$ cat src/rtl/cpu_pkg.sv
// rtl/cpu_pkg.sv - shared CPU constants and fetch state encoding
package cpu_pkg;

    localparam int PC_W    = 13;
    localparam int INSTR_W = 32;
    localparam int PC_INC  = 4;

    localparam logic [PC_W-1:0]    RESET_PC  = 13'h0000;
    localparam logic [INSTR_W-1:0] NOP_INSTR = 32'h0000_0000;

    typedef enum logic [1:0] {
        S_FETCH = 2'd0,
        S_WAIT  = 2'd1,
        S_DRAIN = 2'd2
    } fetch_state_e;

endpackage

$ cat src/rtl/fetch_unit_next_pc_sel.sv
// rtl/fetch_unit_next_pc_sel.sv - next-PC priority mux for the fetch stage
module next_pc_sel
    import cpu_pkg::*;
(
    input  logic            in_reset_i,
    input  logic            take_redir_i,
    input  logic            branch_taken_i,
    input  logic [PC_W-1:0] branch_target_i,
    input  logic [PC_W-1:0] jump_target_i,
    input  logic            drain_done_i,
    input  logic [PC_W-1:0] redir_pc_i,
    input  logic            accept_i,
    input  logic [PC_W-1:0] pc_result_i,
    input  logic [PC_W-1:0] pc_plus_i,
    output logic [PC_W-1:0] redir_target_o,
    output logic [PC_W-1:0] pc_next_o
);

    localparam logic [PC_W-1:0] ALIGN_MASK = ~PC_W'(3);

    // Branch resolves in EX, so it belongs to an older instruction than an ID jump.
    assign redir_target_o = (branch_taken_i ? branch_target_i : jump_target_i) & ALIGN_MASK;

    always_comb begin
        pc_next_o = pc_result_i;
        if (in_reset_i) begin
            pc_next_o = RESET_PC;
        end else if (take_redir_i) begin
            pc_next_o = redir_target_o;
        end else if (drain_done_i) begin
            pc_next_o = redir_pc_i;
        end else if (accept_i) begin
            pc_next_o = pc_plus_i;
        end
    end

endmodule

$ cat src/rtl/fetch_unit.sv
// rtl/fetch_unit.sv - instruction fetch stage with imem handshake and IF/ID register
module fetch_unit
    import cpu_pkg::*;
(
    input  logic               clk,
    input  logic               reset,
    input  logic [PC_W-1:0]    pc_result,
    output logic [PC_W-1:0]    pc_next,
    output logic               imem_req,
    output logic [PC_W-1:0]    imem_addr,
    input  logic               imem_ready,
    input  logic [INSTR_W-1:0] imem_rdata,
    input  logic               branch_taken,
    input  logic [PC_W-1:0]    branch_target,
    input  logic               jump_taken,
    input  logic [PC_W-1:0]    jump_target,
    input  logic               stall_d,
    input  logic               flush,
    output logic               if_id_valid,
    output logic [INSTR_W-1:0] if_id_instr,
    output logic [PC_W-1:0]    if_id_pc4
);

    fetch_state_e        state_q, state_d;
    logic [PC_W-1:0]     redir_pc_q, redir_pc_d;
    logic                valid_q, valid_d;
    logic [INSTR_W-1:0]  instr_q, instr_d;
    logic [PC_W-1:0]     pc4_q, pc4_d;

    logic                redirect;
    logic                req;
    logic                accept;
    logic                take_redir;
    logic                drain_done;
    logic [PC_W-1:0]     redir_target;
    logic [PC_W-1:0]     pc_plus;

    assign redirect  = branch_taken | jump_taken;
    assign pc_plus   = pc_result + PC_W'(PC_INC);
    assign imem_addr = pc_result;
    assign imem_req  = reset & req;

    always_comb begin
        state_d    = state_q;
        redir_pc_d = redir_pc_q;
        valid_d    = valid_q;
        instr_d    = instr_q;
        pc4_d      = pc4_q;
        req        = 1'b0;
        accept     = 1'b0;
        take_redir = 1'b0;
        drain_done = 1'b0;

        unique case (state_q)
            S_FETCH: begin
                req = ~stall_d & ~redirect;
                if (redirect) begin
                    take_redir = 1'b1;
                end else if (req && imem_ready) begin
                    accept = ~flush;
                end else if (req) begin
                    state_d = S_WAIT;
                end
            end
            S_WAIT: begin
                req = 1'b1;
                if (imem_ready) begin
                    state_d = S_FETCH;
                    if (redirect) begin
                        take_redir = 1'b1;
                    end else begin
                        accept = ~stall_d & ~flush;
                    end
                end else if (redirect) begin
                    // Address must stay put until the old response arrives.
                    redir_pc_d = redir_target;
                    state_d    = S_DRAIN;
                end
            end
            S_DRAIN: begin
                req = 1'b1;
                if (imem_ready) begin
                    state_d = S_FETCH;
                    if (redirect) begin
                        take_redir = 1'b1;
                    end else begin
                        drain_done = 1'b1;
                    end
                end else if (redirect) begin
                    redir_pc_d = redir_target;
                end
            end
            default: state_d = S_FETCH;
        endcase

        if (accept) begin
            valid_d = 1'b1;
            instr_d = imem_rdata;
            pc4_d   = pc_plus;
        end
        if (redirect || flush) begin
            valid_d = 1'b0;
        end
    end

    next_pc_sel u_next_pc_sel (
        .in_reset_i      (~reset),
        .take_redir_i    (take_redir),
        .branch_taken_i  (branch_taken),
        .branch_target_i (branch_target),
        .jump_target_i   (jump_target),
        .drain_done_i    (drain_done),
        .redir_pc_i      (redir_pc_q),
        .accept_i        (accept),
        .pc_result_i     (pc_result),
        .pc_plus_i       (pc_plus),
        .redir_target_o  (redir_target),
        .pc_next_o       (pc_next)
    );

    always_ff @(posedge clk or negedge reset) begin
        if (!reset) begin
            state_q    <= S_FETCH;
            redir_pc_q <= '0;
            valid_q    <= 1'b0;
            instr_q    <= NOP_INSTR;
            pc4_q      <= '0;
        end else begin
            state_q    <= state_d;
            redir_pc_q <= redir_pc_d;
            valid_q    <= valid_d;
            instr_q    <= instr_d;
            pc4_q      <= pc4_d;
        end
    end

    assign if_id_valid = valid_q;
    assign if_id_instr = instr_q;
    assign if_id_pc4   = pc4_q;

endmodule

$ cat config.mk
export PLATFORM = sky130hd
export DESIGN_NAME = fetch_unit
export DESIGN_NICKNAME = d
export VERILOG_FILES = /design/src/rtl/cpu_pkg.sv /design/src/rtl/fetch_unit_next_pc_sel.sv /design/src/rtl/fetch_unit.sv
export SDC_FILE = /design/constraint.sdc
export NUM_CORES = 1
export LEC_CHECK = 0
export CORE_ASPECT_RATIO = 0.6
export CORE_UTILIZATION = 42
export DETAILED_ROUTE_END_ITERATION = 10
export PLACE_DENSITY = 0.94
export SLEW_MARGIN = 20
export SYNTH_ARGS = -nofsm -noshare
export SYNTH_HDL_FRONTEND = slang
export SYNTH_SLANG_ARGS = --single-unit
$ cat constraint.sdc
create_clock -name clk -period 2.9 [get_ports clk]
set_clock_uncertainty 0.1 [all_clocks]
set_input_delay 0.29 -clock clk [delete_from_list [all_inputs] [get_ports clk]]
set_output_delay 0.29 -clock clk [all_outputs]
set_load 0.01 [all_outputs]
* Yosys cells after proc, flatten, opt, wreduce, memory -nomap -nowiden
Index checks and enable logic that the tools add are counted.
Widths: inputs -> output; s select.
** Operators by class
- Reduce and logical (&&, ||, !) cells :: 7
- Muxes and demuxes :: 26
- Bitwise gates (word level) :: 8
- Eq/ne operators :: 7
- $add $sub $neg :: 1
** Operators with widths (count)
- $mux 13 :: 5
- $add 13x3->13 const B :: 1
- $mux 2 :: 6
- $mux 1 :: 11
- $ne 2x2->1 const B :: 4
- $pmux 1 s2 :: 3
- $pmux 2 s3 :: 1
- $reduce_and 5->1 :: 1
- $not 1->1 :: 4
- $and 1x1->1 :: 3
- $ne 3x3->1 const B :: 1
- $reduce_and 3->1 :: 1
- $eq 2x1->1 const B :: 1
- $eq 2x2->1 const B :: 1
- $logic_not 2->1 :: 1
- $reduce_bool 2->1 :: 1
- $reduce_or 2->1 :: 1
- $logic_and 1x1->1 :: 1
- $logic_or 1x1->1 :: 1
- $or 1x1->1 :: 1
** Storage, ports and cells
- Word-level logic and storage cells :: 54
- Output and inout bits :: 73
- Register bits after elaboration :: 59
- Input bits :: 78

* Depth between registers and ports, before layout
Gate-level depths: netlist of run 1.
- Depth after elaboration :: 11
- Depth in mapped cells :: 8
- Depth with buffers taken out :: 7

* Cells and area by module
Synthesis of run 1 repeated with hierarchy kept, for this count alone.
** Second synthesis, totals
- Cell total of the unflattened synthesis :: 293
- Area total of the unflattened synthesis :: 3687.3 µm²
** By module, submodules not included
- fetch_unit :: area an instance 2957.8 µm², sequential area each 1526.5 µm², times used 1, cells each 209
- next_pc_sel :: area an instance 729.4 µm², sequential area each 0.0 µm², times used 1, cells each 84

* Worst setup path before layout of run 1
OpenSTA, ideal clock, no wires.
- Path type :: reg-to-output
- Start point :: register state_q[0]
- End point :: output pc_next[7]
- Data required time :: 2510 ps
- Path buffers :: 1
- Setup slack :: 394 ps
- Data arrival time :: 2116 ps
- Stages on the path, launching flop included :: 9
- Cells stage by stage :: dfrtp_1 inv_1 ha_1 nor2_1 or4_1 buf_2 nor3_1 nor3_1 o41ai_1
** Between the ends
- Word-level cells in the longest chain between the ends :: 6
- Elaborated cells on any way between the ends :: 11
** Ends and longest elaborated chain
- start: declaration :: line fetch_unit.sv:24 : fetch_state_e state_q, state_d;
- start signal: assignment :: line fetch_unit.sv:129 : state_q <= state_d;
- $eq 2x1->1 or $logic_not 2->1 (tied branches) :: line fetch_unit.sv:54 : unique case (state_q)
- $pmux 1 s2 :: line fetch_unit.sv:54
- $mux 13 :: line fetch_unit_next_pc_sel.sv:32 : end else if (accept_i) begin
- $mux 13 :: line fetch_unit_next_pc_sel.sv:30 : end else if (drain_done_i) begin
- $mux 13 * :: line fetch_unit_next_pc_sel.sv:28 : end else if (take_redir_i) begin
- $mux 13 * :: line fetch_unit_next_pc_sel.sv:26 : if (in_reset_i) begin
- end: declaration :: line fetch_unit.sv:8 : output logic [PC_W-1:0] pc_next,
Mark *: on every way between the ends. The rest lies on a longest branch, timed or not.

* Worst setup path in the final report of run 1
- Start point :: register state_q[0]
- End point :: output pc_next[11]
The elaborated chain is that of the path after synthesis.

==> impl_metrics.json, run 1 <==
{
  "grt.overflow.total": 0,
  "layout.cells.non_filler": 598,
  "port_buffers": 146,
  "die_y_um": 70.0,
  "cts_root_buffer": "clkbuf_16",
  "fin_crit_ps": 2880,
  "ys_ff_latch": 59,
  "worst_slack_ps": 22.9,
  "worst_path_largest_cell_delay_ps": 460,
  "ys_seq_area_share_pct": 45.6,
  "insertion_delay_ps": 320,
  "ys.flop_type": "dfrtp_1",
  "final_max_slew_viol_count": 0,
  "clock.fmax_mhz": 348,
  "crit_slowest_cell": "or4_4",
  "drc": 0,
  "routabilityCongestion": 0.949,
  "grtUsageTotal_pct": 26.7,
  "hold_viol_final": 0,
  "antenna_found_initial": 0,
  "nets": 573,
  "r2r-start": "state_q[0]$_DFFE_PN0P_",
  "drive_above_1_share_pct": 27.5,
  "initial_core_util_pct": 44.0,
  "cap_violations": 0,
  "grt_pass1_vias": 3280,
  "vdd_ir_drop_max_uv": 516,
  "synth-edff-count": 0,
  "ys_warn_count": 0,
  "vias": 3222,
  "ff2ff_setup_slack_ps": 630,
  "io_pins": 151,
  "cts_made_buffers": 9,
  "cts.sinks": 59,
  "num_rows": 24,
  "reg2reg_depth": 7,
  "setup_viol": 0,
  "wl_um": 10300,
  "num_antenna_cells": 0,
  "wl_per_cell_um": 17.2,
  "power_density_nw_per_um2": 848,
  "detail_route.vias_per_cell": 5.39,
  "crit_buf_inv": 3,
  "crit_end": "pc_next[11]",
  "core_area_sq_um": 7360,
  "crit_path_start_kind": "flop",
  "tightest_slew_ps": 503,
  "path_class": "flop to output pin",
  "crit_fanout": 5,
  "hp-class": "input pin to asynchronous set/reset pin",
  "power_leakage_uw": 0.00224,
  "fp.dieArea_sq_um": 8080,
  "cp_cell_sequence": "inv_2 -> ha_2 -> nor2_1 -> or4_4 -> buf_6 -> nor4_1 -> o21ai_2 -> a21oi_1 -> clkdlybuf4s15_1",
  "cp-startpoint": "state_q[0]$_DFFE_PN0P_",
  "place_hpwl_um": 7980,
  "fillers": 536,
  "cp.arrival_ps": 2490,
  "r2r-end": "if_id_instr[3]$_DFFE_PN0P_",
  "clockBufferDepth": 2,
  "place_ws_ps": -266,
  "outcome": "completed",
  "required_ps": 2510,
  "syn_to_final_growth_pct": 65.4,
  "grt_max_degree": 41,
  "drtPass1Iterations": 5,
  "utilization_pct": 72.8,
  "synth_cell_types": 43,
  "detail-route-antenna-nets": 0,
  "clk_pin_slew_ps": 50,
  "cp-end-kind": "output pin",
  "grt_pass1_wl_um": 16300,
  "hold_ws_ps": 330,
  "dpl.cell_count": 576,
  "cts_tree": "yes",
  "max-slew-margin-rel_pct": 66.5,
  "synthArstFlopShare_pct": 100,
  "drtIter0Drc": 323,
  "critPathTopFamily": "simple AND/OR/NAND/NOR gates",
  "synth_cells": 311,
  "min_period_over_period_pct": 99.2,
  "cp.depth": 9,
  "syn_area_per_cell_sq_um": 10.4,
  "htreeDepth": 3,
  "synth_fp_nets": 395,
  "syn-cell-area_sq_um": 3240,
  "die_width_um": 115
}
## cell families (layout without fill, tap and decap cells)
kind of cell,count (synthesis),after routing,synth area share [%]
AND/OR/NAND/NOR,84,84,13.3
AO/OA/AOI/OAI,62,62,11.4
buffers and inverters,37,220,6.34
XOR/XNOR,9,9,2.43
flip-flops,59,59,45.6
multiplexers,54,54,18.6
adder cells (fa/ha/maj),6,6,2.32
## worst register-to-register path: stages, from the launching register on
cell	delay, ps
dfrtp_1	420
inv_2	70
ha_2	190
buf_4	150
or2_2	350
and3_2	260
buf_4	280
mux2_2	340
## registers in the layout, indices dropped and copies added, names as in the netlist
register,count
redir_pc_q,11
state_q,2
if_id_pc4,13
if_id_valid,1
if_id_instr,32
## synthesized netlist by cell type (3+ instances only)
cell	n	share of area [%]
a21oi_1	32	4.9
a31oi_1	3	0.58
and3_1	3	0.58
buf_2	8	1.2
buf_4	15	3.5
clkbuf_1	9	1.0
dfrtp_1	59	46
ha_1	6	2.3
inv_1	5	0.58
mux2_2	50	17
mux2i_1	4	1.2
nand2_1	11	1.3
nand3_1	8	1.2
nand4_1	4	0.77
nor2_1	30	3.5
nor3_1	9	1.4
nor4_1	8	1.5
o21ai_0	12	1.9
xnor2_1	6	1.6
xor2_1	3	0.81
## layer usage
metal / GRT usage, % / vias up / routed length, um
li1: - / 1469 / -
met1: 35.1 / 1540 / 4350
met2: 42.4 / 183 / 4740
met3: 8.51 / 30 / 995
met4: 7.07 / 0 / 215
met5: 0 / - / 0
## worst min-delay path by stage
stage                                  to  cells after the start
2_1_floorplan  if_id_instr[0]$_DFFE_PN0P_                      0
3_5_place_dp    redir_pc_q[8]$_DFFE_PN0P_                      1
5_1_grt         redir_pc_q[8]$_DFFE_PN0P_                      2
3_3_place_gp    redir_pc_q[8]$_DFFE_PN0P_                      1
4_1_cts         redir_pc_q[7]$_DFFE_PN0P_                      2
6_report        redir_pc_q[8]$_DFFE_PN0P_                      2
## power breakdown
| part | internal [uW] | switching [uW] | total [uW] |
|---|---|---|---|
| combinational | 1200 | 877 | 2080 |
| clock | 687 | 359 | 1050 |
| sequential | 1210 | 210 | 1420 |
## final cells by class
cell class | count | area, sq um | area share, %
Clock buffer | 12 | 246 | 4.60
Inverter | 5 | 18.8 | 0.350
Timing Repair Buffer | 199 | 1840 | 34.3
Multi-Input combinational cell | 215 | 1590 | 29.8
Clock inverter | 4 | 50.0 | 0.935
Sequential cell | 59 | 1480 | 27.6
Tap cell | 104 | 130 | 2.43
## layout by cell type, fill, tap and decap left out, types with 2 or more instances in the layout
| cell | count |
|---|---|
| clkinvlp_4 | 2 |
| buf_4 | 51 |
| nand3_1 | 8 |
| clkbuf_2 | 3 |
| a21oi_1 | 32 |
| dlygate4sd2_1 | 5 |
| inv_2 | 2 |
| xnor2_1 | 6 |
| ha_1 | 5 |
| nor2_1 | 29 |
| or3_1 | 2 |
| nand2_1 | 11 |
| o21ai_0 | 11 |
| clkdlybuf4s15_1 | 3 |
| nand4_1 | 4 |
| dfrtp_1 | 59 |
| inv_1 | 3 |
| nor3b_2 | 2 |
| clkdlybuf4s50_1 | 134 |
| mux2_2 | 50 |
| mux2i_1 | 4 |
| clkbuf_1 | 2 |
| xor2_1 | 3 |
| nor3_1 | 8 |
| clkbuf_16 | 9 |
| nor4_1 | 7 |
| and3_1 | 2 |
| a31oi_1 | 3 |
## per-stage QoR
stage	instance area [sq um]	TNS [ps]	power (uW)
final	5360	0	4540
after global routing	5360	-139	4790
after CTS	5330	0	4530
after detailed placement	4990	-969	3460
after global placement	4990	-489	3360
after floorplan	3240	0	2280
## repair_timing
| action | 4_1_cts | 5_1_grt |
|---|---|---|
| setup buffers | 2 | 3 |
| hold buffers | 1 | 0 |
| pin swaps | 2 | 0 |
| endpoints found under the hold margin | 8 | 0 |
| resized for setup | 20 | 12 |
| setup endpoints to repair | 13 | 11 |
No activity file was read; power rests on OpenSTA's default activity.
==> inputs of run 2 (changes only) <==
--- a/config.mk
+++ b/config.mk
@@ -6,9 +6,9 @@
 export NUM_CORES = 1
 export LEC_CHECK = 0
 export CORE_ASPECT_RATIO = 0.6
-export CORE_UTILIZATION = 42
+export CORE_UTILIZATION = 45
 export DETAILED_ROUTE_END_ITERATION = 10
-export PLACE_DENSITY = 0.94
+export PLACE_DENSITY = 0.95
 export SLEW_MARGIN = 20
 export SYNTH_ARGS = -nofsm -noshare
 export SYNTH_HDL_FRONTEND = slang
==> constraint.sdc (replaced) <==
create_clock -name clk -period 3.55 [get_ports clk]
set_clock_uncertainty 0.1 [all_clocks]
set_input_delay 0.355 -clock clk [delete_from_list [all_inputs] [get_ports clk]]
set_output_delay 0.355 -clock clk [all_outputs]
set_load 0.01 [all_outputs]
==> run 2 against run 1 <==
The flow now finishes with violations (DRC). Combinational power is 23% lower. Via count down 5.0%. First-iteration DRC count decreased by 0.93%. Critical path type is now input pin to output pin. Sequential power shrank 18%. Non-clock buffer count down 37. Cell count fell by 9.0%. Largest power group unchanged. Power is 20% lower. Routed wire length decreased by 6.0%. Highest routed layer unchanged.
==> impl_metrics.json, run 2 (synthesis gave the netlist of run 1 again) <==
{
  "outcome": "finished, violations left",
  "violations": "DRC",
  "min_to": "redir_pc_q[3]$_DFFE_PN0P_",
  "port_buffers": 146,
  "fillers": 504,
  "largest_reg_flops": 32,
  "grt_max_degree": 48,
  "grt_pass1_wl_um": 15200,
  "cts_made_buffers": 9,
  "detail-route-antenna-nets": 0,
  "nets": 536,
  "layout_commonest_cell": "clkdlybuf4s50_1",
  "hp-class": "flop to flop",
  "dpl.cell_count": 527,
  "cts_tree": "yes",
  "cp.arrival_ps": 2980,
  "drive_above_1_share_pct": 20.1,
  "cp-startpoint": "pc_result[2]",
  "detail_route.vias_per_cell": 5.63,
  "fp.dieArea_sq_um": 7550,
  "clk_pin_slew_ps": 60,
  "reg2reg_depth": 6,
  "place_hpwl_um": 7400,
  "final_cell_mix": "clkdlybuf4s50_1 (145), dfrtp_1 (59), mux2_2 (50)",
  "path_class": "input pin to output pin",
  "grt.overflow.total": 0,
  "clock.fmax_mhz": 291,
  "antenna_found_initial": 0,
  "final_max_slew_viol_count": 0,
  "io_pins": 151,
  "required_ps": 3090,
  "wl_um": 9690,
  "cap_violations": 0,
  "grtUsageTotal_pct": 26.7,
  "clockBufferDepth": 2,
  "htreeDepth": 3,
  "num_rows": 23,
  "hold_viol_final": 0,
  "r2r-end": "if_id_instr[11]$_DFFE_PN0P_",
  "crit_fanout": 7,
  "tightest_slew_ps": 617,
  "drtIter0Drc": 320,
  "die_width_um": 112,
  "syn_to_final_growth_pct": 56.0,
  "drtPass1Iterations": 10,
  "holdPathStages": 1,
  "num_antenna_cells": 0,
  "design_area_sq_um": 5050,
  "cts_root_buffer": "clkbuf_16",
  "vias": 3060,
  "die_y_um": 67.7,
  "fin_crit_ps": 3440,
  "max-slew-margin-rel_pct": 58.6,
  "r2r-start": "state_q[1]$_DFFE_PN0P_",
  "crit_path_start_kind": "input pin",
  "insertion_delay_ps": 320,
  "cts.sinks": 59,
  "routabilityCongestion": 0.938,
  "power_leakage_uw": 0.00203,
  "place_area_sq_um": 4730,
  "grt_pass1_vias": 3041,
  "cp-end-kind": "output pin",
  "rsz0062_at_grt": "yes",
  "layout.cells.non_filler": 544,
  "ff2ff_setup_slack_ps": 1160,
  "initial_core_util_pct": 47.5,
  "setup_viol": 0,
  "wl_per_cell_um": 17.8,
  "drc": 7,
  "power_density_nw_per_um2": 719,
  "core_area_sq_um": 6820,
  "min_period_over_period_pct": 96.9,
  "vdd_ir_drop_max_uv": 393,
  "min_from": "redir_pc_q[3]$_DFFE_PN0P_"
}
## run 2: changes by cell type in the layout (fill, tap and decap cells not counted), moves of 2 or more
cell             delta
buf_4              -36
clkdlybuf4s50_1    +11
dlygate4sd2_1       -5
clkbuf_2            -3
clkdlybuf4s15_1     -3
clkbuf_1            -2
inv_1               +2
inv_2               -2
inv_6               +2
## run 2: per-layer routing
metal	vias up	GRT usage [%]	wire length, um
li1	1395	-	-
met1	1484	33.1	3900
met2	167	44.7	4690
met3	14	8.26	1010
met4	0	9.80	89
met5	-	0	0
## run 2: where the power goes
group / switching (uW) / total [uW] / internal, uW
registers: 173 / 1160 / 986
logic: 675 / 1600 / 922
clock network: 328 / 876 / 547
## run 2: stage by stage
step           util, %  total power, uW  setup TNS [ps]  hold slack (ps)  worst slack [ps]
2_1_floorplan        -             1860               0            -40.6               979
3_3_place_gp      69.4             2660               0              327               251
3_5_place_dp      69.4             2740               0              337               224
4_1_cts           73.9             3640               0              404              62.3
5_1_grt           74.1             3820           -51.9              424             -51.9
6_report          74.1             3630               0              402               110
## run 2: layout make-up
cell class	count	area, sq um	area share (%)
clock buffers	9	225	4.46
well taps	87	109	2.15
clock inverters	7	76.3	1.51
flip-flops and latches	59	1480	29.2
multi-input cells	215	1570	31.0
repair buffers	162	1580	31.3
inverters	5	18.8	0.371
## run 2: how the worst max path moves through the flow
stage	endpoint	slack (ps)	cells past startpoint
2_1_floorplan	pc_next[7]	980	8
3_3_place_gp	pc_next[7]	250	7
3_5_place_dp	pc_next[5]	220	8
4_1_cts	pc_next[5]	60	9
5_1_grt	pc_next[5]	-50	9
6_report	pc_next[6]	110	8
## run 2: what timing repair did
item                       in CTS  in global routing
setup endpoints to repair       0                  5
hold endpoints to repair       13                  0
setup buffers                   0                  0
hold buffers                    1                  0
gates resized for setup         0                  3
## run 2: worst max-delay path, cell delays in order
cell	delay, ps
clkdlybuf4s50_1	650
ha_1	240
nand3_1	200
o41ai_1	390
a21oi_1	130
nor4_1	330
a31o_2	160
clkdlybuf4s50_1	520
